===== src/rtl/shifter_issue_unit.sv =====
// shifter_issue_unit: FIFO-buffered issue front-end that feeds a combinational barrel shifter and registers its result
module shifter_issue_unit #(
  parameter int DEPTH = 4,
  parameter int CNT_W = 16
) (
  input  logic             clk,
  input  logic             rst,
  input  logic             in_valid,
  output logic             in_ready,
  input  logic             in_leftRight,
  input  logic [3:0]       in_shamt,
  input  logic [15:0]      in_sftSrc,
  output logic             sh_leftRight,
  output logic [3:0]       sh_shamt,
  output logic [15:0]      sh_sftSrc,
  input  logic [15:0]      sh_result,
  output logic             out_valid,
  input  logic             out_ready,
  output logic [15:0]      out_result,
  output logic [CNT_W-1:0] done_count
);
  localparam int AW = $clog2(DEPTH);
  logic [20:0]   r_mem [DEPTH];
  logic [AW-1:0] r_wp, r_rp;
  logic [AW:0]   r_cnt;
  logic          w_full, w_empty, w_push, w_cap, w_drain;
  assign w_full   = r_cnt == (AW+1)'(DEPTH);
  assign w_empty  = r_cnt == '0;
  assign in_ready = !w_full && !rst;
  assign w_push   = in_valid && in_ready;
  assign w_cap    = !w_empty && (!out_valid || out_ready);
  assign w_drain  = out_valid && out_ready;
  assign {sh_leftRight, sh_shamt, sh_sftSrc} = w_empty ? 21'd0 : r_mem[r_rp];
  // request storage; contents are only observed through the occupancy-gated head
  always_ff @(posedge clk) begin
    if (w_push) r_mem[r_wp] <= {in_leftRight, in_shamt, in_sftSrc};
  end
  // FIFO pointers and occupancy
  always_ff @(posedge clk) begin
    if (rst) begin
      r_wp  <= '0;
      r_rp  <= '0;
      r_cnt <= '0;
    end else begin
      if (w_push) r_wp <= r_wp + AW'(1);
      if (w_cap) r_rp <= r_rp + AW'(1);
      r_cnt <= r_cnt + (AW+1)'(w_push) - (AW+1)'(w_cap);
    end
  end
  // result register, output handshake and saturating completion counter
  always_ff @(posedge clk) begin
    if (rst) begin
      out_valid  <= 1'b0;
      out_result <= '0;
      done_count <= '0;
    end else begin
      if (w_cap) begin
        out_valid  <= 1'b1;
        out_result <= sh_result;
      end else if (w_drain) begin
        out_valid <= 1'b0;
      end
      if (w_drain && done_count != '1) done_count <= done_count + CNT_W'(1);
    end
  end
endmodule


===== config.mk =====
export PLATFORM = sky130hd
export DESIGN_NAME = shifter_issue_unit
export DESIGN_NICKNAME = d
export VERILOG_FILES = /design/src/rtl/shifter_issue_unit.sv
export SDC_FILE = /design/constraint.sdc
export NUM_CORES = 1
export LEC_CHECK = 0
export CAP_MARGIN = 25
export CORE_UTILIZATION = 47
export DETAILED_ROUTE_END_ITERATION = 10
export GPL_TIMING_DRIVEN = 0
export PLACE_DENSITY_LB_ADDON = 0.15
export SLEW_MARGIN = 20
export SYNTH_ARGS = -nofsm -noshare
export SYNTH_HDL_FRONTEND = slang
export SYNTH_SLANG_ARGS = --single-unit

===== constraint.sdc =====
create_clock -name clk -period 2.7 [get_ports clk]
set_clock_uncertainty 0.05 [all_clocks]
set_input_delay 0.54 -clock clk [delete_from_list [all_inputs] [get_ports clk]]
set_output_delay 0.54 -clock clk [all_outputs]
set_load 0.01 [all_outputs]

==> impl_metrics.ini <==
[outcome]
status = complete, no violations

[die]
fp.dieArea_sq_um = 11300
coreArea_sq_um = 10400
start_util_pct = 48.9
fp.dieW_um = 106
rows = 37
die_h_um = 106
ios = 96

[drt]
drc = 0
vias_per_cell = 5.25
dr.pass1.iters = 4
wl_um = 10100
drtIter0Drc = 134
vias = 3284
ant_nets = 0
wire_per_inst_um = 16.2

[finish]
nFillCells = 804
diodes = 0
fin_nets = 525
area_growth_pct = 34.9
final_cells = 625
drive_gt1_share_pct = 16.6

[setup_path]
cp-start-kind = flip-flop
crit_fanout = 10
crit_required_ns = 2.11
rrSetupSlack_ns = 0.24
worstPathArrival_ns = 2.01
r2r_start = r_cnt[1]
crit_type = reg2out
end_kind = output port
r2r-end = r_cnt[2]
r2r_cells = 10

[sta]
hold_viol_final = 0
fin_crit_sh_pct = 96.4
final_max_slew_viol_count = 0
fin_crit_ns = 2.60
fmax_mhz = 384
tightestPinTransition_ns = 0.758
setup_violations = 0
maxSlewHeadroom_pct = 49.5
rsz0062_at_grt = false

[place]
hpwl_um = 6620
gp_congestion = 0.822
dp_cells = 593
numPortBuffers = 95

[pwr]
power.density_nw_per_um2 = 911
total_power_mw = 6.27
leakage_nw = 2.43
peakVddDrop_mv = 0.539

[synthesis]
synthesis.area_sq_um = 5100
async_flop_share_pct = 0
synth_cells = 358
ys_warn_count = 0
yosysSeqAreaShare_pct = 66.0
synthFlopType = edfxtp_1
avgSynthCellArea_sq_um = 14.2
synth_cell_types = 44
synth_edf_count = 84
ys_ff_latch = 126
syn_nets = 407

[clock_network]
cts_tree = built
cts_buffer_depth = 2
cts.sink_count = 126
cts_made_buffers = 17
htreeDepth = 4
clk_latency_ns = 0.51
clk_pin_slew_ns = 0.06
cts_root_buffer = clkbuf_8
hold_buffers = 0

[run]
max_cap_viol_count = 0

[grt]
grtUsageTotal_pct = 19.5
grt_first_pass_wirelength_um = 16300
grt_overflow = 0
grt_pass1_vias = 3177
antenna_found_initial = 0
grt_start_max_net_pins = 19

[worst_hold_path]
hold_path_startpoint = out_result[15]
hold_path_depth = 2
hold_path_end = out_result[15]
hold_class = reg2reg
-- layout by cell type (no fill, tap or decap), types with 3 or more instances in the layout --
cell             instances
nor2_1                  16
clkbuf_4                 3
xnor2_1                  4
and4_1                   3
a211oi_1                 7
buf_6                    3
clkbuf_16               16
nor3_1                   3
clkinv_2                 3
nor4_1                   4
dlygate4sd2_1           20
ha_1                     7
clkbuf_2                 5
clkinv_4                 3
edfxtp_1                84
mux2_1                   3
nand4_1                  3
inv_1                   10
a21oi_1                 25
mux4_2                  21
clkinv_1                 3
nand3_1                  5
nand2b_1                 4
nor2b_1                 30
dfxtp_1                 41
clkdlybuf4s50_1         74
and2_1                   5
nand2_1                 39
mux2_2                   4
-- Yosys cell counts, types with 7 or more instances --
master / n / share of area [%]
edfxtp_1: 84 / 49
dfxtp_1: 42 / 16
nand2_1: 39 / 2.9
nor2b_1: 30 / 3.7
a21oi_1: 25 / 2.5
mux4_2: 21 / 9.3
nor2_1: 16 / 1.2
inv_1: 10 / 0.74
a211oi_1: 8 / 1.2
clkbuf_1: 8 / 0.59
ha_1: 7 / 1.7
-- layer usage --
metal | global-route usage [%] | share of wire (%)
met1 | 25.5 | 44
met2 | 31.5 | 51
met5 | 0 | 0
met3 | 5.33 | 4.0
met4 | 6.25 | 0.93
-- state kept, by name, summed over array words and instances, names as in the netlist, named ones only --
register / cells
out_valid: 1
r_wp: 2
r_mem: 84
done_count: 16
r_rp: 2
out_result: 16
r_cnt: 3
-- how the worst max path moves through the flow --
stage               from           end  slack [ns]  depth (start not counted)
2_1_floorplan   r_cnt[1]      r_cnt[2]        0.12                         12
3_3_place_gp         rst      r_cnt[2]       -0.77                         10
3_5_place_dp         rst      r_cnt[2]       -0.81                         10
4_1_cts              rst      in_ready       -0.03                          5
5_1_grt        out_ready      r_cnt[2]       0.006                         12
6_report       flip-flop  sh_sftSrc[6]         0.1                          4
-- critical path, cell delays in order (launching register included) --
cell and delay [ns]:
dfxtp_4 0.39, buf_12 0.15, mux4_2 0.53, nor2b_1 0.14
dlygate4sd2_1 0.28
-- metrics by stage --
stage          hold WS [ns]  area, sq um  setup TNS (ns)  utilization, %  setup WS, ns
6_report              0.404         6880               0            66.0        0.0981
5_1_grt               0.425         6880               0            66.0       0.00567
4_1_cts               0.405         6860         -0.0324            65.8       -0.0324
3_5_place_dp          0.397         6270          -39.69            60.2        -0.813
3_3_place_gp          0.392         6220          -61.10            59.7        -0.769
2_1_floorplan         0.431         5100               0               -         0.116
-- power by group --
| part | internal [mW] | switching (mW) |
|---|---|---|
| clock | 1.30 | 0.828 |
| combinational | 0.927 | 0.835 |
| sequential | 2.25 | 0.118 |
| total | 4.49 | 1.78 |
-- logic make-up (layout without fill, tap and decap cells) --
| group | Yosys count | in the layout | share of synthesized area (%) |
|---|---|---|---|
| muxes | 29 | 29 | 11.0 |
| DFF | 126 | 126 | 66.0 |
| xor gates and xnor gates | 5 | 5 | 0.859 |
| AOI/OAI and AO/OA | 39 | 39 | 4.47 |
| buffers and inverters | 26 | 157 | 2.18 |
| adders and majority gates | 8 | 8 | 2.11 |
| and+or+nand+nor | 125 | 125 | 13.4 |
-- area by class of cell --
type	count	area, sq um	share of cell area (%)
Buffer	14	110	1.60
Timing Repair Buffer	100	981	14.3
Clock buffer	17	414	6.02
Clock inverter	15	145	2.11
Inverter	11	43.8	0.637
Sequential cell	126	3370	49.0
Tap cell	136	170	2.47
Multi-Input combinational cell	206	1650	23.9
-- what timing repair did --
action                                  in CTS  in global routing
pin swaps                                    0                  1
endpoints found under the setup margin      41                  2
setup buffers                                0                  1
resized for setup                           41                  8
No activity file was read; power rests on OpenSTA's default activity.
